### src/rtl/decoder_x4_pkg.sv
// decoder_x4_pkg: shared FSM state type, default timing and counter width for decoder_x4_seq.
package decoder_x4_pkg;
  typedef enum logic [1:0] {
    IDLE  = 2'd0,
    DRIVE = 2'd1,
    GAP   = 2'd2
  } state_t;
  localparam int DEF_PULSE_LEN = 4;
  localparam int DEF_GAP_LEN   = 1;
  localparam int CNT_W         = 8;
  function automatic logic [3:0] onehot(input logic [1:0] code);
    return 4'b0001 << code;
  endfunction
endpackage

### src/rtl/code_fifo.sv
// code_fifo: 2-entry FIFO of 2-bit codes with registered occupancy count.
module code_fifo (
  input  logic       clk,
  input  logic       rst_n,
  input  logic       push,
  input  logic       pop,
  input  logic [1:0] din,
  output logic [1:0] head,
  output logic [1:0] count
);
  logic [1:0] mem [2];
  logic       rd_ptr;
  logic       wr_ptr;
  logic       do_push;
  logic       do_pop;
  assign do_push = push && (count != 2'd2);
  assign do_pop  = pop && (count != 2'd0);
  assign head    = mem[rd_ptr];
  always_ff @(posedge clk or negedge rst_n) begin
    if (!rst_n) begin
      mem    <= '{default: '0};
      rd_ptr <= 1'b0;
      wr_ptr <= 1'b0;
      count  <= 2'd0;
    end else begin
      if (do_push) begin
        mem[wr_ptr] <= din;
        wr_ptr      <= ~wr_ptr;
      end
      if (do_pop) rd_ptr <= ~rd_ptr;
      count <= count + 2'(do_push) - 2'(do_pop);
    end
  end
endmodule

### src/rtl/decoder_x4_seq.sv
// decoder_x4_seq: buffers 2-bit codes and drives each as a timed one-hot pulse on x,
// with an optional zero gap between pulses.
module decoder_x4_seq
  import decoder_x4_pkg::*;
#(
  parameter int PULSE_LEN = DEF_PULSE_LEN,
  parameter int GAP_LEN   = DEF_GAP_LEN
) (
  input  logic       clk,
  input  logic       rst_n,
  input  logic [1:0] z,
  input  logic       y,
  output logic       ready,
  output logic [3:0] x,
  output logic       busy,
  output logic       done
);
  localparam logic [CNT_W-1:0] PULSE_LOAD = CNT_W'(PULSE_LEN - 1);
  localparam logic [CNT_W-1:0] GAP_LOAD   = CNT_W'((GAP_LEN > 0) ? GAP_LEN - 1 : 0);
  localparam logic [CNT_W-1:0] ONE        = CNT_W'(1);
  state_t           state, state_n;
  logic [CNT_W-1:0] cnt, cnt_n;
  logic [3:0]       x_n;
  logic             done_n;
  logic             push;
  logic             pop;
  logic [1:0]       head;
  logic [1:0]       count;
  logic             pending;
  // ready comes only from the registered count, so y never reaches ready combinationally
  assign ready   = count < 2'd2;
  assign push    = y && ready;
  assign pending = count != 2'd0;
  assign busy    = (state != IDLE) || pending;
  code_fifo u_fifo (
    .clk   (clk),
    .rst_n (rst_n),
    .push  (push),
    .pop   (pop),
    .din   (z),
    .head  (head),
    .count (count)
  );
  always_comb begin
    state_n = state;
    cnt_n   = cnt;
    x_n     = x;
    done_n  = 1'b0;
    pop     = 1'b0;
    case (state)
      IDLE: begin
        x_n = 4'b0000;
        if (pending) begin
          pop     = 1'b1;
          x_n     = onehot(head);
          cnt_n   = PULSE_LOAD;
          state_n = DRIVE;
        end
      end
      DRIVE: begin
        if (cnt != '0) cnt_n = cnt - ONE;
        else begin
          done_n = 1'b1;
          if (GAP_LEN > 0) begin
            cnt_n   = GAP_LOAD;
            x_n     = 4'b0000;
            state_n = GAP;
          end else if (pending) begin
            pop   = 1'b1;
            x_n   = onehot(head);
            cnt_n = PULSE_LOAD;
          end else begin
            x_n     = 4'b0000;
            state_n = IDLE;
          end
        end
      end
      GAP: begin
        x_n = 4'b0000;
        if (cnt != '0) cnt_n = cnt - ONE;
        else if (pending) begin
          pop     = 1'b1;
          x_n     = onehot(head);
          cnt_n   = PULSE_LOAD;
          state_n = DRIVE;
        end else state_n = IDLE;
      end
      default: begin
        x_n     = 4'b0000;
        cnt_n   = '0;
        state_n = IDLE;
      end
    endcase
  end
  always_ff @(posedge clk or negedge rst_n) begin
    if (!rst_n) begin
      state <= IDLE;
      cnt   <= '0;
      x     <= 4'b0000;
      done  <= 1'b0;
    end else begin
      state <= state_n;
      cnt   <= cnt_n;
      x     <= x_n;
      done  <= done_n;
    end
  end
endmodule

### config.mk
export PLATFORM = sky130hd
export DESIGN_NAME = decoder_x4_seq
export DESIGN_NICKNAME = d
export VERILOG_FILES = /design/src/rtl/decoder_x4_pkg.sv /design/src/rtl/code_fifo.sv /design/src/rtl/decoder_x4_seq.sv
export SDC_FILE = /design/constraint.sdc
export NUM_CORES = 1
export LEC_CHECK = 0
export BUFFER_PORTS_ARGS = -buffer_cell sky130_fd_sc_hd__buf_4
export CORE_MARGIN = 2
export CORE_UTILIZATION = 50
export DETAILED_ROUTE_END_ITERATION = 16
export HOLD_SLACK_MARGIN = 0.12
export PLACE_DENSITY = 0.8
export SETUP_SLACK_MARGIN = 0.05
export SLEW_MARGIN = 20
export SYNTH_ARGS = -nofsm -noshare
export SYNTH_HDL_FRONTEND = slang
export SYNTH_SLANG_ARGS = --single-unit
### constraint.sdc
create_clock -name clk -period 6.48 [get_ports clk]
set_clock_uncertainty 0.2 [all_clocks]
set_input_delay 0.648 -clock clk [delete_from_list [all_inputs] [get_ports clk]]
set_output_delay 0.648 -clock clk [all_outputs]
set_load 0.01 [all_outputs]
### After elaboration in Yosys (flattened, before gate mapping)

Cells that the tools add are included.

* flip-flop bits (word level): 23
* bits of input ports: 5
* output and inout bits: 7
* logic and storage cells: 61

* add/sub/neg operators: 3
* magnitude comparators: 4
* equality and inequality tests: 6
* shift-type cells: 1
* muxes and demuxes: 24
* bitwise operators: 4
* reductions and logical operators: 10

Operators by type and width (count)
* 8-bit two-way mux: 3
* 8-bit case mux with 3 select lines: 1
* 2-bit two-way mux: 7
* 4-bit two-way mux: 3
* 4-bit case mux with 3 select lines: 1
* 2-bit inequality test, second input constant: 4
* 8-bit nonzero test: 1
* 8-bit by 1-bit subtractor with 8-bit output, second input constant: 1
* 2-bit case mux with 3 select lines: 1
* 1-bit two-way mux: 5
* 4-bit bitwise mux: 1
* 2-bit >= comparator, second input constant: 2
* 1-bit logical AND: 4
* 1-bit inverter with 2-bit output: 2
* 2-bit nonzero test: 2
* 1-bit by 2-bit left shift with 4-bit output, first input constant: 1
* 3-bit AND reduction: 1
* 2-bit by 1-bit adder with 2-bit output: 1
* 2-bit demux with 1-bit select: 1
* 2-bit by 1-bit equality test with 1-bit output, second input constant: 1
* 2-bit equality test, second input constant: 1
* 2-bit zero test: 1
* 2-bit by 1-bit less-than comparator with 1-bit output, second input constant: 1
* 2-bit less-than comparator, second input constant: 1
* 4 further kinds: 5

### Depth between registers and ports, before layout

Gate-level depths: netlist (run 1).

* depth after elaboration: 8
* depth in mapped cells: 10
* gate-level depth less buffers: 10

### Hierarchy

A second synthesis (run 1) with hierarchy kept.

* cell total of the unflattened synthesis: 111
* area total of the unflattened synthesis: 1193.6 um^2

By module, submodules not included
* decoder_x4_seq: times used 1, cells an instance 85, area an instance 818.3 um^2, sequential area each 375.4 um^2
* code_fifo: times used 1, cells an instance 26, area an instance 375.4 um^2, sequential area each 200.2 um^2

### Worst setup path after synthesis (run 1)

Ideal clock, no wire load.

* kind: register -> register
* start: reg cnt[0]
* end: reg u_fifo.count[1]
* library setup time: 0.080 ns
* arrival: 2.169 ns
* required time: 6.200 ns
* slack: 4.031 ns
* cell stages (with the launch flop): 11
* path buffers: 0
* clock period less this slack: 2.449 ns
* cell sequence: dfrtp_1 > inv_1 > ha_1 > nor4b_4 > a21boi_4 > nor3_4 > ha_1 > inv_1 > ha_1 > xnor2_1 > xnor2_1

* cells in the longest elaborated chain, start to end: 5

Ends and longest elaborated chain
* start, declared: line decoder_x4_seq.sv:22 `logic [CNT_W-1:0] cnt, cnt_n;`
* start signal, assigned: line decoder_x4_seq.sv:103 `cnt <= cnt_n;`
* 8-bit nonzero test: line decoder_x4_seq.sv:61, decoder_x4_seq.sv:80
* 1-bit two-way mux: line decoder_x4_seq.sv:80 `if (cnt != '0) cnt_n = cnt - ONE;`
* 1-bit case mux with 2 select lines: line decoder_x4_seq.sv:50 `case (state)`
* 1-bit logical AND: line code_fifo.sv:17 `assign do_pop = pop && (count != 2'd0);`
* named net u_fifo.do_pop: line code_fifo.sv:15 `logic do_pop;`
* 2-bit by 1-bit subtractor with 2-bit output: line code_fifo.sv:31 `count <= count + 2'(do_push) - 2'(do_pop);`
* end signal, assigned: line code_fifo.sv:31
* end, declared: line code_fifo.sv:9 `output logic [1:0] count`

The timed path passes the listed nets, and every way through them passes these cells.
A chain may end at the register's enable or synchronous reset.

### Worst setup path in the final report (run 1)

Ends and elaborated chain as after synthesis.

==> reports/qor.yml, run 1 <==
synthesis:
  synth_edf_count: 0
  synthCells: 105
  syn_area_um2: 1230
  synth-xor-area-share_pct: 4.28
  yosysWarningCount: 0
  synth-simple-area-share_pct: 17.4
  synthFlopType: "dfrtp_1"
  synth-adder-area-share_pct: 4.07
  async_reset_ff_share_pct: 100
  synth_cell_types: 42
  muxShareOfSynthArea_pct: 7.94
  synthesis.nets: 114
  postSynthAreaPerCell_um2: 11.7
  synth_compound_area_share_pct: 15.4
  synth_seq_cells: 23
  synth_seq_area_share_pct: 46.8
  synth_top_family_by_area: "simple AND/OR/NAND/NOR gates"
clock_tree:
  cts-resized-gates: 0
  cts-htree-levels: 1
  cts_buffers: 3
  clkLatencyLatePin_ns: 0.31
  clk_pin_slew_ns: 0.12
  cts.sink_count: 23
  clk_path_buf_depth: 2
  post_cts_buffers: 0
  cts_root_buffer: "clkbuf_4"
  cts_tree: "yes"
finish:
  seq_area_um2: 576
  num-fill-cells: 180
  drive_above_1_share_pct: 27.4
  multiInputGateArea_um2: 603
  area_growth_pct: 10.6
  nNetsFinal: 127
  n_antenna_cell: 0
routing:
  wl_mm: 2.24
  drt_iter0_drc: 6
  ant_nets: 0
  avgViaCountPerCell: 5.83
  num_vias: 846
  drc: 0
  avgRoutedWirePerCell_um: 15.4
  drt_first_pass_iters: 2
worst_setup_path:
  endpoint_kind: "flip-flop"
  worstPathRequired_ns: 6.51
  cp_slowest_stage_delay_ns: 0.47
  arrival_ns: 2.80
  crit_type: "flip-flop to flip-flop"
  cp_max_fo: 8
  cp_cell_sequence: "inv_1, ha_1, nor4b_4, a21boi_4, nor3_4, ha_1, inv_1, ha_1, xnor2_1, xnor2_1"
  crit_top_cell: "ha_1"
  cp-start-kind: "flip-flop"
  slowest_stage: "dfrtp_1"
timing:
  slew_headroom_pct: 49.6
  rsz0062_at_grt: "no"
  tightest_slew_ns: 0.753
  setup_viol: 0
  hold-worst-slack_ns: 0.307
  hold_viol: 0
  slew_violations: 0
  finalCritPeriodShare_pct: 42.7
  setup_tns_ns: 0
  fmax_mhz: 361
  timing.final.ws_setup_ns: 3.71
  layout_min_cycle_time_ns: 2.77
global_routing:
  grt_pass1_wl_mm: 3.59
  grt-ovfl-total: 0
  grt_pass1_vias: 803
  grt_max_degree: 24
  groute.usage.overall_pct: 17.8
  antenna_found_initial: 0
power:
  powerDensity_nw_per_um2: 527
  leakage_nw: 0.634
  irDropWorstVdd_mv: 0.291
floorplanning:
  core.rowCount: 17
  start_util_pct: 54.0
  fp.dieW_um: 53.6
  pin_count: 12
  dieArea_um2: 2870
  core-area_um2: 2280
  die_h_um: 53.6
run:
  max-cap-violations: 0
min_path:
  hold_class: "flip-flop to flip-flop"
placed_design:
  dp_hpwl_mm: 1.68
  pre_cts_slack_ns: 3.75
  routabilityCongestion: 0.804
  io_buffers: 11
status:
  outcome: "completed"
==> flip-flops by register name, summed over array words and instances (netlist names) <==
signal	count
done	1
x	4
u_fifo.rd_ptr	1
u_fifo.mem	4
u_fifo.wr_ptr	1
state	2
u_fifo.count	2
cnt	8
==> kinds of logic (layout without fill, tap and decap cells) <==
kind of cell,count (synthesis),after routing
multiplexers,9,9
flip-flops,23,23
XOR/XNOR,6,6
buffers and inverters,11,23
AND/OR/NAND/NOR,30,30
adder cells (fa/ha/maj),4,4
AO/OA/AOI/OAI,22,22
==> layout by cell type (no fill, tap or decap), types with 4 or more instances in the layout <==
cell and instances:
buf_4 11, inv_1 7, ha_1 4, a21oi_1 4, a32o_1 4, dfrtp_1 23, nand2_1 5, mux2_2 6
==> Yosys cell counts, drive strengths merged (2+ instances only) <==
library cell | count | share of area (%)
nor2b | 2 | 1.0
a211o | 4 | 3.1
nor3 | 4 | 3.0
nor2 | 3 | 0.92
mux2i | 3 | 2.4
nor4 | 4 | 2.5
dfrtp | 23 | 47
nand2 | 5 | 1.5
xor2 | 3 | 2.1
xnor2 | 3 | 2.1
nand2b | 2 | 1.0
mux2 | 6 | 5.5
nor3b | 2 | 1.2
a32o | 4 | 3.3
buf | 3 | 1.6
inv | 7 | 2.1
a22o | 2 | 1.4
a21oi | 5 | 2.3
ha | 4 | 4.1
==> layout make-up <==
class	instances	area share, %
timing repair buffer	12	6.81
inverter	7	1.93
sequential	23	42.4
tap	28	2.58
multi-input combinational	71	44.4
clock buffer	4	1.93
==> critical path, delay by kind of cell (launching register included) <==
family / cells / cell delay [ns]
AND/OR/NAND/NOR: 2 / 0.80
buffers and inverters: 2 / 0.21
AO/OA/AOI/OAI: 1 / 0.14
flip-flops: 1 / 0.47
adder cells (fa/ha/maj): 3 / 0.59
XOR/XNOR: 2 / 0.29
==> path summary, 6_finish.rpt <==
kind	from	end	slack, ns	depth (start not counted)
max	cnt[0]$_DFF_PN0_	u_fifo.count[1]$_DFF_PN0_	3.71	10
max in group asynchronous	rst_n	x[3]$_DFFE_PN0P_	5.30	2
min reg2reg	u_fifo.wr_ptr$_DFFE_PN0P_	u_fifo.wr_ptr$_DFFE_PN0P_	0.31	1
min in group asynchronous	rst_n	cnt[6]$_DFF_PN0_	0.54	2
min	u_fifo.wr_ptr$_DFFE_PN0P_	u_fifo.wr_ptr$_DFFE_PN0P_	0.31	1
max reg2reg	cnt[0]$_DFF_PN0_	u_fifo.count[1]$_DFF_PN0_	3.71	10
==> metrics by stage <==
step | cells | power [mW] | area [µm²] | utilization (%)
global route | 145 | 0.774 | 1360 | 59.7
CTS | 145 | 0.725 | 1360 | 59.7
global placement | 140 | 0.628 | 1320 | 58.1
finish | 145 | 0.716 | 1360 | 59.7
floorplan | 105 | 0.564 | 1230 | -
detailed placement | 140 | 0.655 | 1320 | 58.1
==> per-layer routing <==
metal | track usage, % | vias up | routed length, µm
li1 | - | 414 | -
met1 | 20.1 | 417 | 962
met2 | 31.7 | 11 | 1180
met3 | 6.39 | 4 | 59
met4 | 4.70 | 0 | 29
met5 | 0 | - | 0
==> timing repair <==
item                                    4_1_cts  5_1_grt
hold buffers                                  1        0
endpoints found under the setup margin        0        0
hold endpoints to repair                     23        0
==> report_power, final <==
| part | total, mW | internal (mW) | switching, mW |
|---|---|---|---|
| combinational | 0.368 | 0.183 | 0.186 |
| sequential | 0.281 | 0.205 | 0.0755 |
| clock | 0.0665 | 0.0240 | 0.0424 |
Power figures use the tool's default switching activity.
==> run 2: changes to the inputs <==
--- a/config.mk
+++ b/config.mk
@@ -10,7 +10,7 @@
 export CORE_UTILIZATION = 50
 export DETAILED_ROUTE_END_ITERATION = 16
 export HOLD_SLACK_MARGIN = 0.12
-export PLACE_DENSITY = 0.8
+export PLACE_DENSITY = 0.83
 export SETUP_SLACK_MARGIN = 0.05
 export SLEW_MARGIN = 20
 export SYNTH_ARGS = -nofsm -noshare
==> constraint.sdc (replaced) <==
create_clock -name clk -period 2.45 [get_ports clk]
set_clock_uncertainty 0.2 [all_clocks]
set_input_delay 0.245 -clock clk [delete_from_list [all_inputs] [get_ports clk]]
set_output_delay 0.245 -clock clk [all_outputs]
set_load 0.01 [all_outputs]
==> reports/qor.yml, run 2 (same netlist as run 1, synthesis figures left out) <==
worst_setup_path:
  rrSetupSlack_ns: 0.24
  timing.rr.start: "cnt[0]$_DFF_PN0_"
  worstPathRequired_ns: 2.49
  endpoint_kind: "flip-flop"
  cp-start-kind: "flip-flop"
  arrival_ns: 2.24
  crit_type: "flip-flop to flip-flop"
  rr_endpoint: "u_fifo.count[1]$_DFF_PN0_"
  reg2regPathDepth: 10
  cp_max_fo: 4
clock_tree:
  clk_pin_slew_ns: 0.12
  cts_tree: "yes"
  cts_buffers: 3
  cts.sink_count: 23
  clkLatencyLatePin_ns: 0.30
  clk_path_buf_depth: 2
  cts-htree-levels: 1
  cts_root_buffer: "clkbuf_4"
timing:
  fmax_mhz: 453
  rsz0062_at_grt: "no"
  slew_headroom_pct: 64.8
  finalCritPeriodShare_pct: 90.1
  hold-worst-slack_ns: 0.150
  hold_viol: 0
  setup_viol: 0
  setup_tns_ns: 0
  layout_min_cycle_time_ns: 2.21
  slew_violations: 0
  tightest_slew_ns: 0.523
floorplanning:
  dieArea_um2: 2870
  die_h_um: 53.6
  pin_count: 12
  start_util_pct: 54.0
  core-area_um2: 2280
  fp.dieW_um: 53.6
  core.rowCount: 17
global_routing:
  grt_max_degree: 24
  groute.usage.overall_pct: 17.7
  grt_pass1_vias: 826
  grt-ovfl-total: 0
  grt_pass1_wl_mm: 3.62
  antenna_found_initial: 0
routing:
  drt_first_pass_iters: 4
  num_vias: 871
  wl_mm: 2.13
  ant_nets: 0
  avgViaCountPerCell: 5.69
  drt_iter0_drc: 10
  drc: 0
  avgRoutedWirePerCell_um: 13.9
finish:
  design_area_um2: 1430
  num-fill-cells: 164
  layout_common_cells: "22 x dfrtp_1, 17 x buf_4, 6 x mux2_2"
  top_register: "cnt"
  area_growth_pct: 16.1
  reg_top3: "cnt (8), u_fifo.mem (4), x (4)"
  largest_reg_flops: 8
  nNetsFinal: 135
  layout_commonest_cell: "dfrtp_1"
  n_antenna_cell: 0
  drive_above_1_share_pct: 33.6
power:
  combPwrFrac_pct: 53.7
  leakage_nw: 0.672
  total_power_mw: 1.96
  clockPowerShare_pct: 8.7
  powerDensity_nw_per_um2: 1370
  internal-power_mw: 1.15
  swShare_pct: 41.1
  seqPwrFrac_pct: 37.6
  irDropWorstVdd_mv: 0.887
  switching_power_mw: 0.806
min_path:
  hold_class: "input pin to async pin"
status:
  outcome: "completed"
placed_design:
  routabilityCongestion: 0.856
  placed_cell_area_um2: 1350
  dp_hpwl_mm: 1.56
  io_buffers: 11
run:
  max-cap-violations: 0
[run 2: worst max-delay path, cell delays in order, from the launching register on]
cell and delay, ns:
dfrtp_2 0.44, inv_2 0.09, ha_1 0.15, nor4b_4 0.28
a21boi_4 0.12, nor3_4 0.14, ha_1 0.25, inv_1 0.05
ha_1 0.15, xnor2_1 0.13, xnor2_1 0.14
[run 2: final cells by class]
cell class | instances | area [µm²] | area share (%)
repair buffers | 20 | 158 | 11.1
inverters | 7 | 26.3 | 1.84
clock inverters | 1 | 5.00 | 0.351
multi-input cells | 71 | 603 | 42.3
well taps | 28 | 35.0 | 2.46
clock buffers | 3 | 22.5 | 1.58
flip-flops and latches | 23 | 577 | 40.4
[run 2: what timing repair did]
item / 4_1_cts / 5_1_grt
resized for setup: 0 / 2
hold endpoints to repair: 27 / 0
hold buffers: 3 / 0
setup endpoints to repair: 0 / 1
buffers inserted: 0 / 3
[run 2: power by group through the flow]
stage / combinational, mW / sequential [mW] / clock, mW
floorplan: 0.823 / 0.670 / 0
global placement: 0.964 / 0.736 / 0
detailed placement: 0.999 / 0.748 / 0
CTS: 1.01 / 0.738 / 0.179
global route: 1.16 / 0.764 / 0.195
finish: 1.05 / 0.737 / 0.171
[run 2: how the worst max path moves through the flow]
stage                     startpoint                        end  slack (ns)  cells after the start
floorplan           cnt[0]$_DFF_PN0_  u_fifo.count[1]$_DFF_PN0_       0.007                     10
global placement    cnt[0]$_DFF_PN0_  u_fifo.count[1]$_DFF_PN0_        0.21                     10
detailed placement  cnt[0]$_DFF_PN0_  u_fifo.count[1]$_DFF_PN0_        0.14                     10
CTS                 cnt[0]$_DFF_PN0_  u_fifo.count[1]$_DFF_PN0_        0.09                     10
global route        cnt[0]$_DFF_PN0_  u_fifo.count[1]$_DFF_PN0_        0.09                     10
finish              cnt[0]$_DFF_PN0_  u_fifo.count[1]$_DFF_PN0_        0.24                     10
[run 2: layer usage]
layer | wire [µm] | part of all wire [%] | track usage (%)
met5 | 0 | 0 | 0
met4 | 33 | 1.6 | 7.69
met3 | 53 | 2.5 | 3.33
met2 | 1030 | 49 | 29.0
met1 | 1000 | 47 | 22.8
[run 2: per-stage QoR]
stage / setup slack, ns / std cells / util [%]
after CTS: 0.0921 / 150 / 61.6
after global routing: 0.0862 / 153 / 62.7
after global placement: 0.213 / 143 / 59.1
final: 0.242 / 153 / 62.7
after detailed placement: 0.142 / 143 / 59.1
after floorplan: 0.00661 / 105 / -
==> run 3: changes to the inputs <==
--- a/config.mk
+++ b/config.mk
@@ -5,12 +5,13 @@
 export SDC_FILE = /design/constraint.sdc
 export NUM_CORES = 1
 export LEC_CHECK = 0
+export ABC_AREA = 1
 export BUFFER_PORTS_ARGS = -buffer_cell sky130_fd_sc_hd__buf_4
 export CORE_MARGIN = 2
-export CORE_UTILIZATION = 50
+export CORE_UTILIZATION = 52
 export DETAILED_ROUTE_END_ITERATION = 16
 export HOLD_SLACK_MARGIN = 0.12
-export PLACE_DENSITY = 0.83
+export PLACE_DENSITY = 0.85
 export SETUP_SLACK_MARGIN = 0.05
 export SLEW_MARGIN = 20
 export SYNTH_ARGS = -nofsm -noshare
==> reports/qor.yml, run 3 <==
synthesis:
  syn_area_um2: 1380
  synth_seq_area_share_pct: 41.7
  synth_seq_cells: 23
  synth_cell_types: 23
  muxShareOfSynthArea_pct: 0
  postSynthAreaPerCell_um2: 7.67
  synth-adder-area-share_pct: 3.62
  yosysWarningCount: 0
  synthFlopType: "dfrtp_1"
  synth.most_common_cell: "nand2_1"
  synth_compound_area_share_pct: 5.80
  synth_top_area_share_pct: 41.7
  synthCells: 180
  synthesis.nets: 189
  synth_edf_count: 0
  synth-simple-area-share_pct: 38.5
  synth-xor-area-share_pct: 3.17
  synthTopCellsByArea: "dfrtp_1 42%, nand2_1 14%, nand3_1 8.7%"
  synth_top_family_by_area: "simple AND/OR/NAND/NOR gates"
  yosys.area.top_type: "dfrtp_1"
  synth_commonest_cells: "52 x nand2_1, 24 x nand3_1, 23 x dfrtp_1"
  async_reset_ff_share_pct: 100
worst_setup_path:
  reg2regPathDepth: 11
  cp_cell_sequence: "inv_1, ha_1, nand2_2, nor2_4, nand3_2, nand2_2, ha_1, inv_1, ha_1, xnor2_1, xor2_1"
  rr_endpoint: "u_fifo.count[1]$_DFF_PN0_"
  worst-path-buf-inv: 2
  endpoint_kind: "flip-flop"
  cp_slowest_stage_delay_ns: 0.42
  cp-start-kind: "flip-flop"
  slowest_stage: "dfrtp_1"
  cp_max_fo: 5
  timing.rr.start: "cnt[0]$_DFF_PN0_"
  crit_type: "flip-flop to flip-flop"
  crit_top_cell: "ha_1"
  arrival_ns: 2.26
  crit_family: "adder cells"
  worstPathRequired_ns: 2.51
  rrSetupSlack_ns: 0.25
finish:
  reg_top3: "cnt (8), u_fifo.mem (4), x (4)"
  top_register: "cnt"
  layout_common_cells: "51 x nand2_1, 24 x nand3_1, 23 x dfrtp_1"
  largest_reg_flops: 8
  n_antenna_cell: 0
  drive_above_1_share_pct: 16.6
  nNetsFinal: 209
  layout_commonest_cell: "nand2_1"
  area_growth_pct: 13.6
floorplanning:
  dieArea_um2: 3080
  core.rowCount: 18
  core-area_um2: 2500
  start_util_pct: 55.3
  pin_count: 12
  fp.dieW_um: 55.5
  die_h_um: 55.5
clock_tree:
  post_cts_buffers: 0
  clkLatencyLatePin_ns: 0.32
  cts.sink_count: 23
  cts_tree: "yes"
  cts_buffers: 3
  clk_pin_slew_ns: 0.13
  clk_path_buf_depth: 2
  cts_root_buffer: "clkbuf_4"
  cts-htree-levels: 1
routing:
  avgRoutedWirePerCell_um: 11.9
  wl_mm: 2.73
  ant_nets: 0
  avgViaCountPerCell: 5.32
  num_vias: 1218
  drt_iter0_drc: 69
  drt_first_pass_iters: 5
  drc: 0
global_routing:
  grt_pass1_vias: 1191
  groute.usage.overall_pct: 19.6
  grt-ovfl-total: 0
  grt_max_degree: 24
  grt_pass1_wl_mm: 4.89
  antenna_found_initial: 0
placed_design:
  io_buffers: 11
  routabilityCongestion: 0.835
  dp_hpwl_mm: 2.03
timing:
  setup_tns_ns: 0
  tightest_slew_ns: 0.393
  rsz0062_at_grt: "no"
  fmax_mhz: 455
  setup_viol: 0
  layout_min_cycle_time_ns: 2.20
  slew_headroom_pct: 73.8
  slew_violations: 0
  hold_viol: 0
  finalCritPeriodShare_pct: 89.7
run:
  max-cap-violations: 0
power:
  seqPwrFrac_pct: 33.5
  irDropWorstVdd_mv: 0.879
  leakage_nw: 0.825
  powerDensity_nw_per_um2: 1320
  internal-power_mw: 1.06
  combPwrFrac_pct: 57.6
  switching_power_mw: 1.00
  swShare_pct: 48.5
  clockPowerShare_pct: 8.9
  total_power_mw: 2.07
status:
  outcome: "completed"
min_path:
  hold_class: "input pin to async pin"
## run 3: cell types whose count changed in the layout (fill, tap and decap cells not counted), sizes merged, moves of 12 or more
| cell | delta |
|---|---|
| o21ai | +12 |
| inv | +13 |
| nand3 | +24 |
| nor2 | +17 |
| nand2 | +51 |
## run 3: power by group through the flow
stage	clock, mW	combinational [mW]	sequential, mW
detailed placement	0	1.17	0.698
global placement	0	1.12	0.687
finish	0.184	1.19	0.691
CTS	0.188	1.19	0.690
global route	0.207	1.37	0.714
floorplan	0	0.915	0.676
## run 3: cell type report
type                       count  area (µm²)
clock buffer                   3        22.5
inverter                      20        75.1
sequential                    23         576
timing repair buffer          18         145
fill                         210         931
tap                           30        37.5
clock inverter                 1        5.00
multi-input combinational    134         708
## run 3: kinds of logic after synthesis
family / after synthesis
and+or+nand+nor: 110
AOI/OAI and AO/OA: 15
adders and majority gates: 4
DFF: 23
xor gates and xnor gates: 5
buffers and inverters: 23
## run 3: worst max-delay path by stage
| stage | end | start | cells past startpoint | slack, ns |
|---|---|---|---|---|
| final | u_fifo.count[1]$_DFF_PN0_ | cnt[0]$_DFF_PN0_ | 11 | 0.25 |
| after global routing | u_fifo.count[1]$_DFF_PN0_ | cnt[0]$_DFF_PN0_ | 11 | 0.08 |
| after CTS | u_fifo.count[1]$_DFF_PN0_ | cnt[0]$_DFF_PN0_ | 11 | 0.24 |
| after detailed placement | u_fifo.count[1]$_DFF_PN0_ | u_fifo.count[0]$_DFF_PN0_ | 9 | 0.26 |
| after global placement | u_fifo.count[1]$_DFF_PN0_ | cnt[0]$_DFF_PN0_ | 11 | 0.35 |
| after floorplan | u_fifo.count[1]$_DFF_PN0_ | cnt[0]$_DFF_PN0_ | 11 | 0.40 |
## run 3: through the flow
| step | cell area (µm²) | cells | worst slack (ns) | utilization [%] | hold slack [ns] |
|---|---|---|---|---|---|
| floorplan | 1380 | 180 | 0.402 | - | -0.251 |
| global route | 1570 | 229 | 0.0802 | 62.8 | 0.162 |
| CTS | 1570 | 229 | 0.240 | 62.7 | 0.144 |
| detailed placement | 1500 | 221 | 0.264 | 60.0 | -0.0419 |
| global placement | 1500 | 221 | 0.348 | 60.0 | -0.0474 |
| finish | 1570 | 229 | 0.252 | 62.8 | 0.122 |
## run 3: timing repair
action | in CTS | in global routing
hold buffers | 4 | 0
endpoints found under the hold margin | 28 | 0
endpoints found under the setup margin | 0 | 1
resized for setup | 0 | 1
## run 3: routing by layer
layer,vias up,global-route usage (%),wire (µm)
met5,-,0,0
met4,0,3.14,15
met3,2,4.22,189
met2,45,34.9,1360
met1,554,24.6,1160
li1,617,-,-
